## config.mk

```make
export PLATFORM = sky130hd
export DESIGN_NAME = fpu_status_collector
export DESIGN_NICKNAME = d
export VERILOG_FILES = /design/src/rtl/fpu_status_collector.sv
export SDC_FILE = /design/constraint.sdc
export NUM_CORES = 1
export LEC_CHECK = 0
export CORE_MARGIN = 5
export CORE_UTILIZATION = 50
export CTS_BUF_LIST = sky130_fd_sc_hd__clkbuf_8
export CTS_CLUSTER_SIZE = 12
export DETAILED_ROUTE_END_ITERATION = 7
export HOLD_SLACK_MARGIN = 0.05
export PLACE_DENSITY_LB_ADDON = 0.25
export SLEW_MARGIN = 10
export SYNTH_ARGS = -nofsm -noshare
export SYNTH_HDL_FRONTEND = slang
export SYNTH_SLANG_ARGS = --single-unit
```

## constraint.sdc

```tcl
create_clock -name clk -period 6.81 [get_ports clk]
set_clock_uncertainty 0.05 [all_clocks]
set_input_delay 1.362 -clock clk [delete_from_list [all_inputs] [get_ports clk]]
set_output_delay 1.362 -clock clk [all_outputs]
set_load 0.005 [all_outputs]
```

## src/rtl/fpu_status_collector.sv

```systemverilog
// FPU status collector: sticky IEEE flags, maskable irq and a per-operation flag record FIFO.
// Optional FPU_STAT_TRAP_EN adds a single-cycle trap pulse per unmasked event.
module fpu_status_collector #(
  parameter int DEPTH  = 8,
  parameter int CNT_W  = 16,
  parameter int DROP_W = 8
) (
  input  logic                     clk,
  input  logic                     rst,
  input  logic                     ready,
  input  logic                     ine,
  input  logic                     overflow,
  input  logic                     underflow,
  input  logic                     div_zero,
  input  logic                     inf,
  input  logic                     zero,
  input  logic                     qnan,
  input  logic                     snan,
  input  logic                     clr,
  input  logic [4:0]               irq_mask,
  output logic [4:0]               fflags,
  output logic                     irq,
  output logic                     rec_valid,
  input  logic                     rec_ready,
  output logic [7:0]               rec_data,
  output logic [$clog2(DEPTH):0]   fifo_count,
  output logic [DROP_W-1:0]        drop_cnt,
  output logic [CNT_W-1:0]         op_cnt
`ifdef FPU_STAT_TRAP_EN
  ,
  output logic                     trap
`endif
);

  localparam int AW = $clog2(DEPTH);
  localparam int CW = AW + 1;
  localparam logic [CW-1:0] FULL_CNT = CW'(DEPTH);

  logic [4:0]    new5;
  logic [4:0]    fflags_next;
  logic [7:0]    rec;
  logic [7:0]    mem [DEPTH];
  logic [AW-1:0] wr_ptr;
  logic [AW-1:0] rd_ptr;
  logic          full;
  logic          pop;
  logic          push;
  logic          drop;

  always_comb begin
    new5        = {snan, div_zero, overflow, underflow, ine};
    rec         = {snan, qnan, zero, inf, div_zero, underflow, overflow, ine};
    // A new event survives a same-cycle clear.
    fflags_next = (clr ? 5'b0 : fflags) | (ready ? new5 : 5'b0);
    rec_valid   = (fifo_count != '0);
    full        = (fifo_count == FULL_CNT);
    pop         = rec_valid & rec_ready;
    // When full, a same-cycle pop frees the slot the push will take.
    push        = ready & (~full | pop);
    drop        = ready & full & ~pop;
    rec_data    = rec_valid ? mem[rd_ptr] : 8'h00;
  end

  always_ff @(posedge clk or negedge rst) begin
    if (!rst) begin
      fflags <= '0;
      irq    <= 1'b0;
      op_cnt <= '0;
    end else begin
      fflags <= fflags_next;
      irq    <= |(fflags_next & irq_mask);
      if (ready) op_cnt <= op_cnt + CNT_W'(1);
    end
  end

  always_ff @(posedge clk or negedge rst) begin
    if (!rst) begin
      drop_cnt <= '0;
    end else if (clr) begin
      drop_cnt <= drop ? DROP_W'(1) : '0;
    end else if (drop && !(&drop_cnt)) begin
      drop_cnt <= drop_cnt + DROP_W'(1);
    end
  end

  // Storage is not reset; occupancy gates what is visible on rec_data.
  always_ff @(posedge clk) begin
    if (push) mem[wr_ptr] <= rec;
  end

  always_ff @(posedge clk or negedge rst) begin
    if (!rst) begin
      wr_ptr     <= '0;
      rd_ptr     <= '0;
      fifo_count <= '0;
    end else begin
      if (push) wr_ptr <= wr_ptr + AW'(1);
      if (pop)  rd_ptr <= rd_ptr + AW'(1);
      case ({push, pop})
        2'b10:   fifo_count <= fifo_count + CW'(1);
        2'b01:   fifo_count <= fifo_count - CW'(1);
        default: fifo_count <= fifo_count;
      endcase
    end
  end

`ifdef FPU_STAT_TRAP_EN
  // Fires on every unmasked event, independent of the sticky state.
  always_ff @(posedge clk or negedge rst) begin
    if (!rst) trap <= 1'b0;
    else      trap <= ready & (|(new5 & irq_mask));
  end
`endif

endmodule

```

==> results.tsv <==
stage	metric	value	unit
outcome	status	completed	
clock_network	htreeDepth	3	
power_and_ir_drop	total_power	1.87	mW
synthesis	synth_edf_count	64	
finish	diodes	0	
floorplanning	start_util	51.3	%
setup_path	r2r_end	mem[2][2]	
timing	drv_slew	0	
routing	drt_first_pass_iters	4	
finish	fillCellCount	665	
setup_path	worstSetupEndpointType	output port	
clock_network	numCtsBuffers	9	
synthesis	yosys_warnings	0	
synthesis	ys_types	46	
setup_path	arrival	2760	ps
global_routing	groute.usage.overall	15.9	%
synthesis	synth-seq-cells	104	
floorplanning	rows	34	
clock_network	clock_latency	360	ps
worst_hold_path	hold_end	op_cnt[15]	
timing	worst_pin_slew	1100	ps
floorplanning	die_y	105	um
synthesis	yosysSeqAreaShare	65.3	%
timing	finalSetupTns	0	ps
global_routing	grt_overflow_total	0	
timing	period_share	61.2	%
setup_path	criticalPathCategory	flop to output port	
finish	area_delta_synth_final	19.1	%
synthesis	syn_area_per_cell	14.8	um2
finish	ff_latch_area	2920	um2
setup_path	crit_path_max_fanout	18	
worst_hold_path	hp-start	op_cnt[15]	
setup_path	crit_required	5400	ps
setup_path	rr_worst_depth	4	
finish	final_cell_mix	edfxtp_1, clkdlybuf4s50_1, dfrtp_1	
timing	hold_viol	0	
run	cap_violations	0	
setup_path	start_kind	flop	
power_and_ir_drop	leakage	1.96	nW
synthesis	synth_cells	303	
timing	max_freq	0.240	GHz
routing	vias	2627	
synthesis	async_flop_share	38.5	%
setup_path	startpoint	rd_ptr[0]	
floorplanning	ios	61	
placed_design	portBuffers	60	
power_and_ir_drop	ir_drop	220	uV
finish	final_common_cell	edfxtp_1	
synthesis	synthFlopType	edfxtp_1	
placed_design	gp_congestion	0.761	
timing	worst_slack	2640	ps
clock_network	cts_resized	0	
clock_network	cts_hold_buffers	0	
timing	setup_violations	0	
routing	drt_iter0_drc	93	
setup_path	cp_slowest_stage_delay	1080	ps
setup_path	critPathSlowestCell	dfrtp_1	
clock_network	clkTransAtPathRegs	100	ps
routing	ant_nets	0	
finish	final_util	61.1	%
routing	vias_per_cell	5.52	
placed_design	dpl_worst_slack	2560	ps
timing	slew_headroom	26.8	%
finish	multi_input_area	1430	um2
global_routing	antenna_found_initial	0	
worst_hold_path	hp-class	flop to flop	
placed_design	dp_hpwl	5.74	mm
routing	wirelength	8.45	mm
floorplanning	die_area	10900	um2
timing	rsz0062_at_grt	false	
setup_path	r2r_setup_slack	4280	ps
synthesis	syn_area	4480	um2
setup_path	r2r_start	fifo_count[2]	
power_and_ir_drop	powerDensity	352	nW/um2
synthesis	synth_nets	326	
global_routing	grt_pass1_wl	13.9	mm
clock_network	postCtsSetupBuffers	0	
floorplanning	core_area	8720	um2
finish	final_nets	386	
floorplanning	die_w	105	um
setup_path	crit_path_cell_trace	mux4_2 > a22o_1 > clkdlybuf4s50_1	
finish	drive_gt1_share	12.8	%
global_routing	grt_pass1_vias	2720	
global_routing	grt_max_degree	41	
routing	drc	0	
clock_network	cts_sinks	104	
routing	routedWlPerCell	17.8	um
timing	min_period	4170	ps
clock_network	cts_tree	built	
worst_hold_path	hold_depth	1	
clock_network	cts-root-buf	clkbuf_8	
clock_network	clockBufferDepth	2	
-- kinds of logic after synthesis --
family / count (synthesis) / share of synthesized area [%]
xor gates and xnor gates: 20 / 3.91
DFF: 104 / 65.3
muxes: 22 / 9.53
AOI/OAI and AO/OA: 41 / 6.46
buffers and inverters: 23 / 2.85
adders and majority gates: 5 / 1.40
and+or+nand+nor: 88 / 10.6
-- worst max-delay path by stage --
| stage | endpoint | slack [ps] |
|---|---|---|
| after CTS | rec_data[0] | 2550 |
| final | rec_data[0] | 2640 |
| after global routing | rec_data[0] | 2420 |
| after global placement | mem[2][0] | 2600 |
| after detailed placement | mem[2][3] | 2560 |
| after floorplan | mem[0][0] | 3470 |
-- report_power, final --
part / total (mW) / internal, mW / switching [mW]
Clock: 0.376 / 0.144 / 0.232
Sequential: 0.922 / 0.782 / 0.140
Combinational: 0.576 / 0.355 / 0.222
-- synthesized netlist by cell type (7+ instances only) --
cell type  instances  area [um2]
xor2_1             9        78.8
xnor2_1           11        96.3
a21oi_1            8        40.0
o21ai_0            9        45.0
nor3_1            15        75.1
nand2_1           24        90.1
edfxtp_1          64        1920
a22o_1             9        78.8
dfrtp_1           40        1000
nor2_1            14        52.6
nand4_1            8        50.1
mux4_2            16         360
inv_1              8        30.0
nand2b_1           7        43.8
-- sequential cells by signal, summed over array words and instances, names as in the netlist --
| register | flops |
|---|---|
| drop_cnt | 8 |
| rd_ptr | 3 |
| mem | 64 |
| irq | 1 |
| op_cnt | 16 |
| wr_ptr | 3 |
| fifo_count | 4 |
| fflags | 5 |
-- cell type report --
type	count	share of cell area [%]
well taps	108	2.53
clock buffers	9	2.32
repair buffers	64	11.7
multi-input cells	176	26.8
inverters	8	0.563
clock inverters	7	1.27
flip-flops and latches	104	54.8
-- routing by layer --
metal	share of wire, %	up-vias	GRT usage [%]
li1	-	1272	-
met1	45	1296	21.2
met2	50	55	26.2
met3	4.1	4	4.38
met4	0.67	0	3.56
met5	0	-	0
-- worst max-delay path, delay by kind of cell (launching register included) --
kind | cells | cell delay [ps]
AOI/OAI and AO/OA | 1 | 250
buffers and inverters | 1 | 450
DFF | 1 | 1080
muxes | 1 | 620
-- metrics by stage --
step                      area (um2)  cells  hold slack (ps)
after floorplan                 4480    303              410
after global placement          5140    460              408
after detailed placement        5140    460              413
after CTS                       5330    476              430
after global routing            5330    476              466
final                           5330    476              426
Note: power is estimated with default switching activity, not from simulation.
==> patch 1: new RTL, same flow settings <==
The output `irq` loses its register stage (`irq` becomes a continuous assignment).
--- a/src/rtl/fpu_status_collector.sv
+++ b/src/rtl/fpu_status_collector.sv
@@ -65,12 +65,12 @@
     if (!rst) begin
       fflags <= '0;
-      irq    <= 1'b0;
       op_cnt <= '0;
     end else begin
       fflags <= fflags_next;
-      irq    <= |(fflags_next & irq_mask);
       if (ready) op_cnt <= op_cnt + CNT_W'(1);
     end
   end
+
+  assign irq = |(fflags_next & irq_mask);
 
   always_ff @(posedge clk or negedge rst) begin
Behaviour: not the same (a bounded check fails within 4 cycles, from zero or initial values and one cycle with rst low).
==> patch 1 against the original RTL <==
Worst hold slack gained 0.0025 ns; cell count fell by 0.42%; worst setup slack lost 0.75 ns; synthesized cell count fell by 0.33%; routed wire length rose by 1.1%; global-route usage grew 0.53 points; design area hardly changed; sequential cell count down 1; first-iteration DRC count up 39%; sequential power is 0.4% lower; register-to-register slack worse by 0.03 ns; synthesized area down 0.56%; total power up 1.4%; largest power group unchanged.
==> patch 1: results (changes against the original RTL) <==
status: "finished clean"
gp_congestion: 0.713  # -6.3%
grt_max_degree: 40  # -2.4%
path_max_fanout: 24  # +6
worst_ep_arrival_time_ns: 3.51  # +0.75 ns
tightest_slew_ns: 1.10  # -0.00149 ns
die_area_um2: 10900  # -0.51%
drive_gt1_frac: 0.123  # -0.00477
grt_pass1_wl_mm: 14.1  # +1.4%
grt_usage: 0.164  # +0.00533
routed_wirelength_mm: 8.55  # +1.1%
grt_pass1_vias: 2712  # -0.29%
synthAdderAreaFrac: 0.0141  # +0.0000786
dp_hpwl_mm: 5.58  # -2.9%
synth_seq_area_share: 0.651  # -0.00195
synthTopCellsByCount: "64 x edfxtp_1, 39 x dfrtp_1, 24 x nand2_1, 16 x mux4_2, 15 x nor3_1"
vdd_drop_max_uv: 239  # +8.6%
syn_nets: 325  # -0.31%
hold_ws_ns: 0.429  # +0.00253 ns
avgSynthCellArea_um2: 14.7  # -0.23%
drt-initial-drc-count: 129  # +39%
dp.cells: 458  # -0.43%
synthMuxAreaShare: 0.0958  # +0.000536
synth_xor_area_frac: 0.0393  # +0.000220
yosys-top-cells-area: "edfxtp_1 43%, dfrtp_1 22%, mux4_2 8.1%"
routed_via_density: 5.56  # +0.73%
regToRegSetupSlack_ns: 4.25  # -0.03 ns
placed_area_um2: 5120  # -0.44%
synth_async_sr_flop_share: 0.379  # -0.00597
patch 1: changes by cell type in the layout (fill, tap and decap cells not counted):
cell and delta:
buf_4 -1, bufinv_16 +2, clkinv_1 +1, clkinv_4 -1
dfrtp_1 -1, inv_1 +2, inv_6 -1, inv_8 -3
nor3_1 -2, nor3_2 +2
patch 1: power breakdown:
part	leakage (nW)	internal [mW]	switching [mW]
clock network	0.110	0.205	0.202
logic	0.771	0.353	0.222
registers	1.08	0.775	0.143
total	1.96	1.33	0.567
patch 1: worst max-delay path: stages:
cell and delay (ns):
clkdlybuf4s50_1 0.84, nand2_1 0.19, o21ai_0 0.14, a222oi_1 0.39, nand2_1 0.12, clkdlybuf4s50_1 0.46
patch 1: final timing paths:
path / from / endpoint / cells past startpoint
setup / recovery: ready / irq / 6
hold / removal: op_cnt[15]$_DFFE_PN0P_ / op_cnt[15]$_DFFE_PN0P_ / 1
setup reg to reg: fifo_count[2]$_DFFE_PN0P_ / mem[7][6]$_DFFE_PP_ / 4
hold reg to reg: op_cnt[15]$_DFFE_PN0P_ / op_cnt[15]$_DFFE_PN0P_ / 1
max in group asynchronous: rst / op_cnt[13]$_DFFE_PN0P_ / 1
min in group asynchronous: rst / op_cnt[10]$_DFFE_PN0P_ / 1
patch 1: cell type report:
type | instances | area (µm²)
sequential | 103 | 2900
tap | 108 | 135
clock inverter | 7 | 87.6
multi-input combinational | 176 | 1440
inverter | 8 | 30.0
fill | 657 | 3390
timing repair buffer | 63 | 618
clock buffer | 9 | 124
patch 1: per-layer routing:
metal	GRT usage	share of wire	routed length, µm
met1	0.237	0.46	3960
met2	0.248	0.49	4160
met3	0.0304	0.033	284
met4	0.0611	0.016	137
met5	0	0	0
==> patch 2: new RTL, same settings <==
Made on the original files. Build with the macro `FPU_STAT_TRAP_EN` defined.
--- a/src/rtl/fpu_status_collector.sv
+++ b/src/rtl/fpu_status_collector.sv
@@ -1,4 +1,6 @@
 // FPU status collector: sticky IEEE flags, maskable irq and a per-operation flag record FIFO.
 // Optional FPU_STAT_TRAP_EN adds a single-cycle trap pulse per unmasked event.
+`define FPU_STAT_TRAP_EN
+
 module fpu_status_collector #(
   parameter int DEPTH  = 8,
Function (old outputs only; new: trap): kept (Yosys induction, for registers that start in step).
==> patch 2 against the original RTL <==
Design area is 1.8% higher; critical path depth stayed put; register-to-register slack worse by 0.02 ns; synthesized area is 1.5% higher; first-iteration DRC count is 71% higher; total power is 1.2% higher; count of clock-buffer cells in the layout stayed put; clock power is 2% higher; sequential cell count is 1 higher; worst setup slack better by 0.011 ns; synthesized cell count is 1.3% higher; cell count is 1.3% higher; routed wire length is 2.8% higher; largest power group unchanged.
==> patch 2: results (changes against the original RTL) <==
status: "finished clean"
route.met2.wl_mm: 4.41  # +4.4%
tightest_slew_ns: 1.18  # +0.0859 ns
clk_share: 0.0374  # +0.00145
multi_input_gates: 179  # +1.7%
finish.utilization: 0.616  # +0.00475
signal_buffers: 66  # +3.1%
nets: 392  # +1.6%
cp_top_family: "flip-flops"
pg_clk_uw: 384  # +2%
synth_cell_types: 50  # +8.7%
p_leak_nw: 2.00  # +2.1%
grt_use_met1: 0.224  # +0.0126
multi_input_area_um2: 1470  # +2.8%
grt_pass1_vias: 2758  # +1.4%
drt-met1-wl_mm: 3.74  # -2.0%
regToRegSetupSlack_ns: 4.26  # -0.02 ns
p_sw_uw: 578  # -2.7%
use_met2: 0.276  # +0.0144
dp_hpwl_mm: 5.85  # +1.9%
synth_async_sr_flop_share: 0.390  # +0.00586
dr_wl_met3_um: 453  # +29%
fin_crit_sh: 0.611  # -0.00157
drive_gt1_frac: 0.123  # -0.00472
placed_area_um2: 5220  # +1.6%
port_buffers: 61  # +1.7%
clkSinkCount: 105  # +0.96%
powerComb_uw: 585  # +2%
bufAreaShareNonClock: 0.119  # +0.00120
n_fill_cell: 671  # +0.90%
routedWlPerCell_um: 18.0  # +1.6%
gp_congestion: 0.817  # +7.4%
hold_ws_ns: 0.440  # +0.0135 ns
vias: 2738  # +4.2%
cts_buffer_depth: 2  # unchanged
stdcell_count: 482  # +1.3%
vdd_drop_max_uv: 211  # -4.3%
syn_nets: 330  # +1.2%
power_density_nw_per_um2: 350  # -0.51%
regArea_um2: 2950  # +0.86%
synthTopCellsByCount: "64 x edfxtp_1, 41 x dfrtp_1, 24 x nand2_1, 16 x mux4_2"
grt_usage: 0.168  # +0.00965
yosys-top-cells-area: "edfxtp_1 42%, dfrtp_1 23%, mux4_2 7.9%"
grt_util_met3: 0.0410  # -0.00282
pre_cts_ws_ns: 2.82  # +0.257 ns
dp.cells: 466  # +1.3%
drt-initial-drc-count: 159  # +71%
==> patch 2: final timing paths <==
check / end / start / cells past startpoint
worst min-delay path: rd_ptr[2]$_DFFE_PN0N_ / rd_ptr[2]$_DFFE_PN0N_ / 1
min in group asynchronous: op_cnt[8]$_DFFE_PN0P_ / rst / 1
max in group asynchronous: fflags[4]$_DFF_PN0_ / rst / 1
worst max-delay path: rec_data[3] / rd_ptr[0]$_DFFE_PN0N_ / 3
worst max register to register: mem[2][0]$_DFFE_PP_ / fifo_count[3]$_DFFE_PN0P_ / 4
worst min register to register: rd_ptr[2]$_DFFE_PN0N_ / rd_ptr[2]$_DFFE_PN0N_ / 1
==> patch 2: cells by family after synthesis <==
logic type | Yosys count | share of synthesized area
flops | 105 | 0.649
simple gates | 88 | 0.106
compound gates | 44 | 0.0702
buf+inv | 23 | 0.0281
mux | 22 | 0.0939
xor+xnor | 20 | 0.0386
fa+ha+maj | 5 | 0.0138
